### src/rtl/fe_tx_framer.sv
// -----------------------------------------------------------------------------
// fe_tx_framer
//
// Transmit-side framer for the UART FIFO link. Emits a frame in the order the
// front-end receiver parses it:
//   count[15:8], count[7:0], command, then `count` payload bytes
// Payload bytes are pulled one at a time from the TX FIFO. Every byte is
// offered to the UART TX serializer over a valid/ready handshake.
//
// Ports
//   clk        in   system clock, rising edge
//   rst_n      in   asynchronous active-low reset
//   start      in   one-cycle frame request, honoured only when idle
//   cmd        in   [7:0]  command byte, sampled with start
//   tx_cnt     in   [15:0] payload byte count, sampled with start
//   fifo_empty in   TX FIFO empty flag
//   fifo_rd    out  FIFO read strobe (combinational)
//   fifo_dout  in   [7:0]  FIFO data, valid the cycle after fifo_rd
//   tx_valid   out  byte offered to UART TX (registered)
//   tx_data    out  [7:0]  byte offered (registered)
//   tx_ready   in   UART TX accepts when tx_valid & tx_ready
//   busy       out  high whenever a frame is in progress
//   done       out  one-cycle pulse after the final byte is accepted
// -----------------------------------------------------------------------------
module fe_tx_framer (
    input  logic        clk,
    input  logic        rst_n,
    input  logic        start,
    input  logic [7:0]  cmd,
    input  logic [15:0] tx_cnt,
    input  logic        fifo_empty,
    output logic        fifo_rd,
    input  logic [7:0]  fifo_dout,
    output logic        tx_valid,
    output logic [7:0]  tx_data,
    input  logic        tx_ready,
    output logic        busy,
    output logic        done
);

    typedef enum logic [2:0] {
        IDLE  = 3'd0,
        HDR   = 3'd1,
        RD    = 3'd2,
        LATCH = 3'd3,
        SEND  = 3'd4,
        DONE  = 3'd5
    } state_t;

    state_t      state_reg, state_next;
    logic [7:0]  cmd_reg,   cmd_next;
    logic [15:0] rem_reg,   rem_next;
    logic [1:0]  hidx_reg,  hidx_next;
    logic        valid_reg, valid_next;
    logic [7:0]  data_reg,  data_next;
    logic        accept;

    assign accept   = valid_reg & tx_ready;
    assign fifo_rd  = (state_reg == RD) & ~fifo_empty;
    assign tx_valid = valid_reg;
    assign tx_data  = data_reg;
    assign busy     = (state_reg != IDLE);
    assign done     = (state_reg == DONE);

    always_ff @(posedge clk or negedge rst_n) begin
        if (!rst_n) begin
            state_reg <= IDLE;
            cmd_reg   <= 8'h00;
            rem_reg   <= 16'h0000;
            hidx_reg  <= 2'd0;
            valid_reg <= 1'b0;
            data_reg  <= 8'h00;
        end else begin
            state_reg <= state_next;
            cmd_reg   <= cmd_next;
            rem_reg   <= rem_next;
            hidx_reg  <= hidx_next;
            valid_reg <= valid_next;
            data_reg  <= data_next;
        end
    end

    always_comb begin
        state_next = state_reg;
        cmd_next   = cmd_reg;
        rem_next   = rem_reg;
        hidx_next  = hidx_reg;
        valid_next = valid_reg;
        data_next  = data_reg;

        case (state_reg)
            IDLE: begin
                if (start) begin
                    cmd_next   = cmd;
                    rem_next   = tx_cnt;
                    hidx_next  = 2'd0;
                    data_next  = tx_cnt[15:8];
                    valid_next = 1'b1;
                    state_next = HDR;
                end
            end
            HDR: begin
                // rem is untouched during the header, so its low byte is
                // still the sampled count low byte.
                if (accept) begin
                    case (hidx_reg)
                        2'd0: begin
                            data_next = rem_reg[7:0];
                            hidx_next = 2'd1;
                        end
                        2'd1: begin
                            data_next = cmd_reg;
                            hidx_next = 2'd2;
                        end
                        default: begin
                            valid_next = 1'b0;
                            state_next = (rem_reg != 16'd0) ? RD : DONE;
                        end
                    endcase
                end
            end
            RD: begin
                // fifo_rd is driven combinationally from this state.
                if (!fifo_empty) begin
                    state_next = LATCH;
                end
            end
            LATCH: begin
                data_next  = fifo_dout;
                valid_next = 1'b1;
                rem_next   = rem_reg - 16'd1;
                state_next = SEND;
            end
            SEND: begin
                if (accept) begin
                    valid_next = 1'b0;
                    state_next = (rem_reg != 16'd0) ? RD : DONE;
                end
            end
            DONE: begin
                state_next = IDLE;
            end
            default: begin
                state_next = IDLE;
                valid_next = 1'b0;
            end
        endcase
    end

endmodule

### config.mk
export PLATFORM = sky130hd
export DESIGN_NAME = fe_tx_framer
export DESIGN_NICKNAME = d
export VERILOG_FILES = /design/src/rtl/fe_tx_framer.sv
export SDC_FILE = /design/constraint.sdc
export NUM_CORES = 1
export LEC_CHECK = 0
export CAP_MARGIN = 30
export CORE_MARGIN = 2
export CORE_UTILIZATION = 50
export DETAILED_ROUTE_END_ITERATION = 12
export GPL_ROUTABILITY_DRIVEN = 0
export PLACE_DENSITY = 0.78
export SYNTH_ARGS = -nofsm -noshare
export SYNTH_HDL_FRONTEND = slang
export SYNTH_SLANG_ARGS = --single-unit
### constraint.sdc
create_clock -name clk -period 6.4 [get_ports clk]
set_input_delay 0.64 -clock clk [delete_from_list [all_inputs] [get_ports clk]]
set_output_delay 0.64 -clock clk [all_outputs]
set_load 0.02 [all_outputs]
## Word-level counts from Yosys, hierarchy flattened

Cells that the tools add are included.

| storage, ports and cells | value |
|---|---|
| register bits | 38 |
| bits in latches | 0 |
| bits in writable memories | 0 |
| ROM bits | 0 |
| input bits | 37 |
| output and inout port bits | 12 |
| memories kept | 0 |

| operators by class | value |
|---|---|
| add/sub/neg operators | 1 |
| $mul | 0 |
| div/mod/pow operators | 0 |
| $lt $le $gt $ge | 0 |
| equal/unequal tests | 12 |
| shifts and indexed selects | 0 |
| multiplexer cells | 22 |
| bitwise logic cells | 4 |
| reduce and logical (&&, ||, !) cells | 15 |

Operator list:

| kind | number |
|---|---|
| 16-bit one-hot mux with 2 select lines | 1 |
| 8-bit one-hot mux with 3 select lines | 1 |
| 3-bit two-way mux | 6 |
| 16-bit two-way mux | 1 |
| 8-bit two-way mux | 2 |
| 8-bit one-hot mux with 2 select lines | 1 |
| 16-bit nonzero test | 1 |
| 16-bit by 1-bit subtractor with 16-bit output (second input constant) | 1 |
| 3-bit one-hot mux with 5 select lines | 1 |
| 2-bit inequality test (second input constant) | 5 |
| 5-bit AND reduction | 2 |
| 2-bit one-hot mux with 2 select lines | 2 |
| 4-bit AND reduction | 2 |
| 3-bit by 2-bit equality test with 1-bit output (second input constant) | 2 |
| 3-bit equality test (second input constant) | 2 |
| 3-bit nonzero test | 2 |
| 1-bit one-hot mux with 5 select lines | 1 |
| 1-bit two-way mux | 4 |
| 2-bit two-way mux | 2 |
| 2-bit AND reduction | 2 |
| 2-bit nonzero test | 2 |
| 2-bit OR reduction | 2 |
| 3-bit by 1-bit equality test with 1-bit output (second input constant) | 1 |
| 3-bit logical NOT | 1 |
| other kinds (5) | 7 |

## Logic depth before layout (Yosys ltp)

Gate-level depths: netlist of the first run.

| depth | value |
|---|---|
| depth in word-level cells | 5 |
| gate-level depth with buffers | 7 |

## Worst setup path before layout of the first run

OpenSTA, ideal clock, no wires.

| timing | value |
|---|---|
| path kind | reg-to-output |
| from | register state_reg[1] |
| to | output fifo_rd |
| arrival time | 1.683 ns |
| slack | 4.077 ns |
| stages on the path, launching flop included | 4 |
| cells stage by stage | dfrtp_1 clkbuf_1 buf_1 nor4b_1 |

| on the way | value |
|---|---|
| cells in the longest elaborated chain, start to end | 2 |

RTL lines:

| what | line | RTL |
|---|---|---|
| from (decl) | 50 | `state_t state_reg, state_next;` |
| from (signal assigned) | 74 | `state_reg <= state_next;` |
| 3-bit by 2-bit equality test with 1-bit output | 59 | `assign fifo_rd = (state_reg == RD) & ~fifo_empty;` |
| 1-bit bitwise AND | 59 |  |
| to (decl) | 32 | `output logic fifo_rd,` |

No other way between the ends.

## Final worst setup path of the first run

Same ends and word-level chain as after synthesis.

==> impl_metrics.prom, run 1 <==
# TYPE chip_impl_metric gauge
chip_impl_metric{name="proportion_of_total_power_due_to_net_switching",unit=""} 0.425
chip_impl_metric{name="post_route_cell_area",unit="um2"} 2800
chip_impl_metric{name="cts_resized",unit=""} 0
chip_impl_info{name="rsz0062_at_grt",value="false"} 1
chip_impl_metric{name="grt_first_pass_wirelength",unit="um"} 9290
chip_impl_metric{name="ant_nets",unit=""} 0
chip_impl_metric{name="cts.path.max_buffers",unit=""} 2
chip_impl_info{name="clockRootBuffer",value="clkbuf_8"} 1
chip_impl_info{name="regToRegEndpoint",value="tx_data[5]$_DFFE_PN0P_"} 1
chip_impl_metric{name="dpl-instance-area",unit="um2"} 2710
chip_impl_metric{name="post_route_cells_drive_above_1_share",unit=""} 0.125
chip_impl_metric{name="vdd_ir_drop_max",unit="mV"} 0.226
chip_impl_metric{name="worst_slew_pin_slew",unit="ns"} 0.832
chip_impl_metric{name="crit_path_max_fanout",unit=""} 24
chip_impl_metric{name="floorplan.io_pins",unit=""} 49
chip_impl_info{name="cp-start-kind",value="register"} 1
chip_impl_metric{name="fin_crit",unit="ns"} 2.66
chip_impl_metric{name="antenna_violations_before_repair",unit=""} 0
chip_impl_info{name="synth_top_flop_cell",value="dfrtp_1"} 1
chip_impl_info{name="timing.rr.start",value="state_reg[1]$_DFFE_PN0P_"} 1
chip_impl_metric{name="ff2ff_setup_slack",unit="ns"} 4.01
chip_impl_metric{name="relSlewSlack",unit=""} 0.445
chip_impl_metric{name="final_cell_count_no_fill",unit=""} 340
chip_impl_metric{name="ff_to_ff_path_depth",unit=""} 5
chip_impl_metric{name="largest_register_ff_count",unit=""} 16
chip_impl_metric{name="io_buffer_count",unit=""} 48
chip_impl_metric{name="insertedDiodeCount",unit=""} 0
chip_impl_metric{name="h-tree-depth",unit=""} 2
chip_impl_metric{name="core-area",unit="um2"} 4320
chip_impl_info{name="endpoint_kind",value="primary output"} 1
chip_impl_metric{name="drt_initial_violations",unit=""} 216
chip_impl_metric{name="place_inst",unit=""} 332
chip_impl_metric{name="static_leakage",unit="nW"} 1.08
chip_impl_metric{name="synth.yosys.warnings",unit=""} 0
chip_impl_metric{name="count_of_standard_cell_rows",unit=""} 24
chip_impl_info{name="cp_cell_sequence",value="nor4b_1, clkdlybuf4s50_1"} 1
chip_impl_metric{name="first_pass_iters",unit=""} 4
chip_impl_metric{name="internal-power",unit="mW"} 0.780
chip_impl_metric{name="max_stage_delay",unit="ns"} 0.78
chip_impl_metric{name="netlist_instances",unit=""} 245
chip_impl_info{name="endpoint",value="fifo_rd"} 1
chip_impl_metric{name="setup_violations",unit=""} 0
chip_impl_metric{name="synth_cell_types",unit=""} 45
chip_impl_metric{name="post_drt_via_cell_ratio",unit=""} 6.14
chip_impl_metric{name="crit_required",unit="ns"} 5.76
chip_impl_metric{name="avgRoutedWirePerCell",unit="um"} 15.9
chip_impl_metric{name="power_density",unit="nW/um2"} 483
chip_impl_metric{name="worst_setup_hold_path_clk_slew",unit="ns"} 0.08
chip_impl_metric{name="holdBufCountCts",unit=""} 0
chip_impl_metric{name="route.vias.total",unit=""} 2086
chip_impl_metric{name="drt_drc_violations_left",unit=""} 0
chip_impl_metric{name="minimum_setup_slack_after_placement",unit="ns"} 3.71
chip_impl_metric{name="grt.overflow.total",unit=""} 0
chip_impl_metric{name="setup_ws",unit="ns"} 3.74
chip_impl_metric{name="number_of_synthesized_flops_with_an_enable_pin",unit=""} 0
chip_impl_metric{name="synth_seq_cells",unit=""} 38
chip_impl_metric{name="chipWidth",unit="um"} 70.6
chip_impl_metric{name="mappedNetlistArea",unit="um2"} 2220
chip_impl_metric{name="power_switching",unit="mW"} 0.575
chip_impl_info{name="timing.critical_path.from",value="state_reg[1]$_DFFE_PN0P_"} 1
chip_impl_metric{name="die_area",unit="um2"} 4990
chip_impl_metric{name="insertion_delay",unit="ns"} 0.29
chip_impl_metric{name="finalWirelength",unit="um"} 5390
chip_impl_metric{name="clock.fmax",unit="MHz"} 375
chip_impl_metric{name="cts_num_sinks",unit=""} 38
chip_impl_metric{name="clock_power_share",unit=""} 0.126
chip_impl_metric{name="post_syn_nets",unit=""} 283
chip_impl_info{name="hold_class",value="in -> async"} 1
chip_impl_info{name="worst_path_max_delay_cell",value="dfrtp_1"} 1
chip_impl_metric{name="synth_sequential_area_ratio",unit=""} 0.428
chip_impl_metric{name="max-cap-violations",unit=""} 0
chip_impl_metric{name="power_frac_comb",unit=""} 0.498
chip_impl_metric{name="grt_pass1_vias",unit=""} 1990
chip_impl_info{name="clock_tree_from_tritoncts",value="built"} 1
chip_impl_metric{name="cts_made_buffers",unit=""} 5
chip_impl_info{name="run_status",value="finished clean"} 1
chip_impl_metric{name="final-max-slew-violation-count",unit=""} 0
chip_impl_metric{name="synth_async_sr_flop_share",unit=""} 1.00
chip_impl_metric{name="seq_power_share",unit=""} 0.376
chip_impl_metric{name="setup_total_negative_slack",unit="ns"} 0
chip_impl_metric{name="gr-usage-all-layers",unit=""} 0.235
chip_impl_metric{name="power",unit="mW"} 1.36
chip_impl_metric{name="clock-skew-final",unit="ns"} 0.00540
chip_impl_info{name="critPathKind",value="reg -> out"} 1
chip_impl_metric{name="syn_avg_cell_area",unit="um2"} 9.06
chip_impl_metric{name="worst_ep_arrival_time",unit="ns"} 2.02
chip_impl_metric{name="die-height",unit="um"} 70.6
chip_impl_metric{name="grt_max_degree",unit=""} 39
chip_impl_metric{name="start_util",unit=""} 0.514
chip_impl_metric{name="number_of_nets_at_the_end_of_the_flow",unit=""} 325
chip_impl_metric{name="detail_placement_hpwl",unit="um"} 3890
chip_impl_metric{name="final_hold_vios",unit=""} 0
chip_impl_metric{name="cts_setup_buffers",unit=""} 0
chip_impl_metric{name="areaGrowthSynthToFinish",unit="%"} 26.2
chip_impl_metric{name="layout_worst_path_cycle_share",unit=""} 0.416
[cells by family after synthesis]
logic type	after synthesis	share of synthesized area
AO/OA/AOI/OAI	87	0.253
AND/OR/NAND/NOR	79	0.185
adder cells (fa/ha/maj)	1	0.00563
buffers and inverters	23	0.0428
multiplexers	16	0.0811
XOR/XNOR	1	0.00394
flip-flops	38	0.428
[synth_stat cells, drive strengths merged (4+ instances only)]
library cell / instances / area, um2
o21ai: 20 / 100
dfrtp: 38 / 951
o22ai: 5 / 37.5
a221oi: 8 / 70.1
clkbuf: 12 / 46.3
or4: 4 / 45.0
mux2: 16 / 180
inv: 8 / 30.0
nand2: 24 / 90.1
nor3: 11 / 66.3
a21oi: 31 / 159
nor2: 21 / 78.8
[final cells by class]
class | instances | area (um2)
Sequential cell | 38 | 951
Tap cell | 52 | 65.1
Fill cell | 374 | 1520
Clock buffer | 7 | 86.3
Clock inverter | 1 | 5.00
Multi-Input combinational cell | 184 | 1170
Inverter | 8 | 30.0
Timing Repair Buffer | 50 | 490
[critical path: cells and delay by family, from the launching register on]
| family | cells | cell delay [ns] |
|---|---|---|
| buf+inv | 1 | 0.65 |
| flops | 1 | 0.78 |
| simple gates | 1 | 0.30 |
[power by group through the flow]
stage | logic (mW) | clock network (mW) | registers (mW)
after global placement | 0.657 | 0 | 0.508
after detailed placement | 0.674 | 0 | 0.511
after global routing | 0.748 | 0.184 | 0.532
final | 0.675 | 0.171 | 0.509
after floorplan | 0.489 | 0 | 0.485
after CTS | 0.676 | 0.175 | 0.507
[worst min path at each step]
stage	from	end	slack [ns]
2_1_floorplan	rst_n	cmd_reg[0]$_DFFE_PN0P_	0.34
3_3_place_gp	cmd_reg[0]$_DFFE_PN0P_	cmd_reg[0]$_DFFE_PN0P_	0.49
6_report	rst_n	hidx_reg[0]$_DFFE_PN0P_	0.45
5_1_grt	rst_n	cmd_reg[5]$_DFFE_PN0P_	0.52
3_5_place_dp	tx_data[0]$_DFFE_PN0P_	tx_data[0]$_DFFE_PN0P_	0.50
4_1_cts	rst_n	hidx_reg[0]$_DFFE_PN0P_	0.48
[stage by stage]
step,hold WS (ns),utilization
after floorplan,0.344,-
after global placement,0.491,0.625
after detailed placement,0.499,0.627
after CTS,0.482,0.648
after global routing,0.524,0.648
final,0.445,0.648
[cells in the final DEF, fill, tap and decap left out, types with 4 or more instances in the layout]
cell type	Yosys	layout
nor2_1	21	21
dfrtp_1	38	38
clkbuf_8	0	6
a21oi_1	30	30
o21ai_1	8	8
nand2_1	24	24
a221oi_1	8	8
mux2_2	16	16
nor3_1	10	10
or4_4	4	4
o21ai_0	12	12
o22ai_1	4	4
clkdlybuf4s50_1	0	47
inv_1	8	8
[metal layers]
metal	vias up	part of all wire	wire length [um]	global-route usage
met5	-	0	0	0
met4	0	0.027	148	0.0964
li1	993	-	-	-
met2	83	0.48	2600	0.371
met3	14	0.059	317	0.0456
met1	996	0.43	2330	0.321
(Power assumes the default switching activity.)
==> inputs of run 2 (changes only) <==
Settings changed: CORE_UTILIZATION 50 to 46, PLACE_DENSITY 0.78 to 0.76.
Clock period 6.4 ns to 2.2 ns, I/O delays scaled along.
==> impl_metrics.prom, run 2 (synthesis results as in run 1) <==
# TYPE chip_impl_metric gauge
chip_impl_metric{name="use_met1",unit=""} 0.326
chip_impl_metric{name="cts_num_sinks",unit=""} 38
chip_impl_info{name="critPathKind",value="reg -> reg"} 1
chip_impl_metric{name="fin_crit",unit="ns"} 2.23
chip_impl_metric{name="floorplan.io_pins",unit=""} 49
chip_impl_metric{name="core-area",unit="um2"} 4690
chip_impl_info{name="timing.critical_path.from",value="rem_reg[1]$_DFFE_PN0P_"} 1
chip_impl_info{name="timing.rr.start",value="rem_reg[1]$_DFFE_PN0P_"} 1
chip_impl_metric{name="crit_required",unit="ns"} 2.42
chip_impl_metric{name="avgRoutedWirePerCell",unit="um"} 16.7
chip_impl_metric{name="setup_ws",unit="ns"} -0.0324
chip_impl_metric{name="grt_max_degree",unit=""} 39
chip_impl_metric{name="h-tree-depth",unit=""} 2
chip_impl_metric{name="route.vias.total",unit=""} 2157
chip_impl_info{name="rsz0062_at_grt",value="true"} 1
chip_impl_metric{name="chipWidth",unit="um"} 73.5
chip_impl_info{name="most-common-layout-cells",value="clkdlybuf4s50_1, dfrtp_1, a21oi_1, buf_4, nand2_1"} 1
chip_impl_metric{name="worst_slew_pin_slew",unit="ns"} 0.862
chip_impl_metric{name="detail_placement_hpwl",unit="um"} 4500
chip_impl_metric{name="number_of_nets_at_the_end_of_the_flow",unit=""} 353
chip_impl_info{name="final_common_cell",value="clkdlybuf4s50_1"} 1
chip_impl_metric{name="cts_made_buffers",unit=""} 5
chip_impl_metric{name="vdd_ir_drop_max",unit="mV"} 0.703
chip_impl_metric{name="max-cap-violations",unit=""} 0
chip_impl_metric{name="drt_drc_violations_left",unit=""} 0
chip_impl_metric{name="relSlewSlack",unit=""} 0.425
chip_impl_metric{name="ant_nets",unit=""} 0
chip_impl_metric{name="power_frac_comb",unit=""} 0.572
chip_impl_metric{name="post_drt_via_cell_ratio",unit=""} 5.85
chip_impl_metric{name="power_switching",unit="mW"} 1.82
chip_impl_metric{name="final-max-slew-violation-count",unit=""} 0
chip_impl_metric{name="clock_power_share",unit=""} 0.105
chip_impl_metric{name="start_util",unit=""} 0.473
chip_impl_metric{name="final_cell_count_no_fill",unit=""} 369
chip_impl_metric{name="count_of_standard_cell_rows",unit=""} 25
chip_impl_metric{name="place_inst",unit=""} 356
chip_impl_info{name="cp-start-kind",value="register"} 1
chip_impl_info{name="endpoint_kind",value="register"} 1
chip_impl_metric{name="grt_pass1_vias",unit=""} 2038
chip_impl_metric{name="cts.path.max_buffers",unit=""} 2
chip_impl_metric{name="power_density",unit="nW/um2"} 1420
chip_impl_metric{name="final_hold_vios",unit=""} 0
chip_impl_info{name="clockRootBuffer",value="clkbuf_8"} 1
chip_impl_metric{name="internal-power",unit="mW"} 2.50
chip_impl_metric{name="clock-skew-final",unit="ns"} 0.00987
chip_impl_metric{name="post-route-util",unit=""} 0.648
chip_impl_metric{name="grt_met3_usage",unit=""} 0.0631
chip_impl_metric{name="die-height",unit="um"} 73.5
chip_impl_metric{name="first_pass_iters",unit=""} 4
chip_impl_metric{name="finalWirelength",unit="um"} 6170
chip_impl_info{name="grt_busiest_layer",value="met2"} 1
chip_impl_metric{name="static_leakage",unit="nW"} 1.21
chip_impl_metric{name="largest_register_ff_count",unit=""} 16
chip_impl_metric{name="power",unit="mW"} 4.32
chip_impl_metric{name="antenna_violations_before_repair",unit=""} 0
chip_impl_metric{name="grt.met2_usage",unit=""} 0.384
chip_impl_metric{name="holdBufCountCts",unit=""} 0
chip_impl_metric{name="gr-usage-all-layers",unit=""} 0.240
chip_impl_metric{name="final.fill_count",unit=""} 394
chip_impl_metric{name="crit_path_max_fanout",unit=""} 4
chip_impl_metric{name="insertion_delay",unit="ns"} 0.29
chip_impl_info{name="hold_class",value="in -> async"} 1
chip_impl_metric{name="clock.fmax",unit="MHz"} 448
chip_impl_metric{name="worst_ep_arrival_time",unit="ns"} 2.45
chip_impl_metric{name="drt_initial_violations",unit=""} 119
chip_impl_metric{name="die_area",unit="um2"} 5400
chip_impl_metric{name="proportion_of_total_power_due_to_net_switching",unit=""} 0.422
chip_impl_metric{name="layout_worst_path_cycle_share",unit=""} 1.01
chip_impl_metric{name="setup_violations",unit=""} 3
chip_impl_info{name="run_status",value="finished, violations left"} 1
chip_impl_info{name="clock_tree_from_tritoncts",value="built"} 1
chip_impl_metric{name="seq_power_share",unit=""} 0.324
chip_impl_metric{name="io_buffer_count",unit=""} 48
chip_impl_metric{name="grt_first_pass_wirelength",unit="um"} 9920
chip_impl_metric{name="areaGrowthSynthToFinish",unit="%"} 36.8
chip_impl_info{name="violations",value="setup timing"} 1
chip_impl_metric{name="grt.overflow.total",unit=""} 0
chip_impl_metric{name="worst_setup_hold_path_clk_slew",unit="ns"} 0.07
chip_impl_metric{name="insertedDiodeCount",unit=""} 0
chip_impl_metric{name="post_route_cells_drive_above_1_share",unit=""} 0.225
[run 2: path summary, 6_finish.rpt]
path | end | slack, ns | cells after the start
setup / recovery | state_reg[2]$_DFFE_PN0P_ | -0.03 | 7
hold / removal | rem_reg[3]$_DFFE_PN0P_ | 0.03 | 1
setup reg to reg | state_reg[2]$_DFFE_PN0P_ | -0.03 | 7
hold reg to reg | cmd_reg[4]$_DFFE_PN0P_ | 0.51 | 1
max in group asynchronous | state_reg[0]$_DFFE_PN0P_ | 1.58 | 1
min in group clk | cmd_reg[4]$_DFFE_PN0P_ | 0.51 | 1
[run 2: cell type report]
cell class              instances  area, um2  area share
clock buffers                   5       68.8      0.0226
clock inverters                 2       10.0     0.00329
inverters                       8       30.0     0.00988
multi-input cells             184       1210       0.398
flip-flops and latches         38        952       0.313
well taps                      54       67.6      0.0222
repair buffers                 78        701       0.231
[run 2: power by group through the flow]
stage	Sequential, mW	Combinational [mW]	Clock (mW)
3_3_place_gp	1.38	2.29	0
5_1_grt	1.44	2.71	0.493
4_1_cts	1.38	2.40	0.459
2_1_floorplan	1.41	1.42	0
6_report	1.40	2.47	0.452
3_5_place_dp	1.39	2.35	0
[run 2: timing repair]
item | in CTS | in global routing
endpoints found under the setup margin | 2 | 7
buffers inserted | 2 | 4
resized for setup | 1 | 8
pin swaps | 1 | 6
[run 2: per-layer routing]
metal | wire length (um) | vias up
met5 | 0 | -
met3 | 323 | 11
li1 | - | 1053
met4 | 88 | 0
met1 | 2710 | 1022
met2 | 3050 | 71
[run 2: per-stage QoR]
step,TNS [ns],hold WS (ns),cell area [um2],setup slack (ns)
6_report,-0.0867,0.0335,3040,-0.0324
5_1_grt,-0.432,0.105,3040,-0.124
4_1_cts,0,0.0612,2980,0.00663
3_5_place_dp,-0.0308,0.377,2880,-0.0308
3_3_place_gp,0,0.384,2880,0.0404
2_1_floorplan,0,-0.0756,2220,0.0325
[run 2: worst max-delay path, stage by stage, from the launching register on]
cell	delay, ns
dfrtp_1	0.40
inv_2	0.09
ha_4	0.13
or3b_4	0.37
or4_4	0.57
nor3_4	0.26
a41oi_2	0.16
o22ai_2	0.17
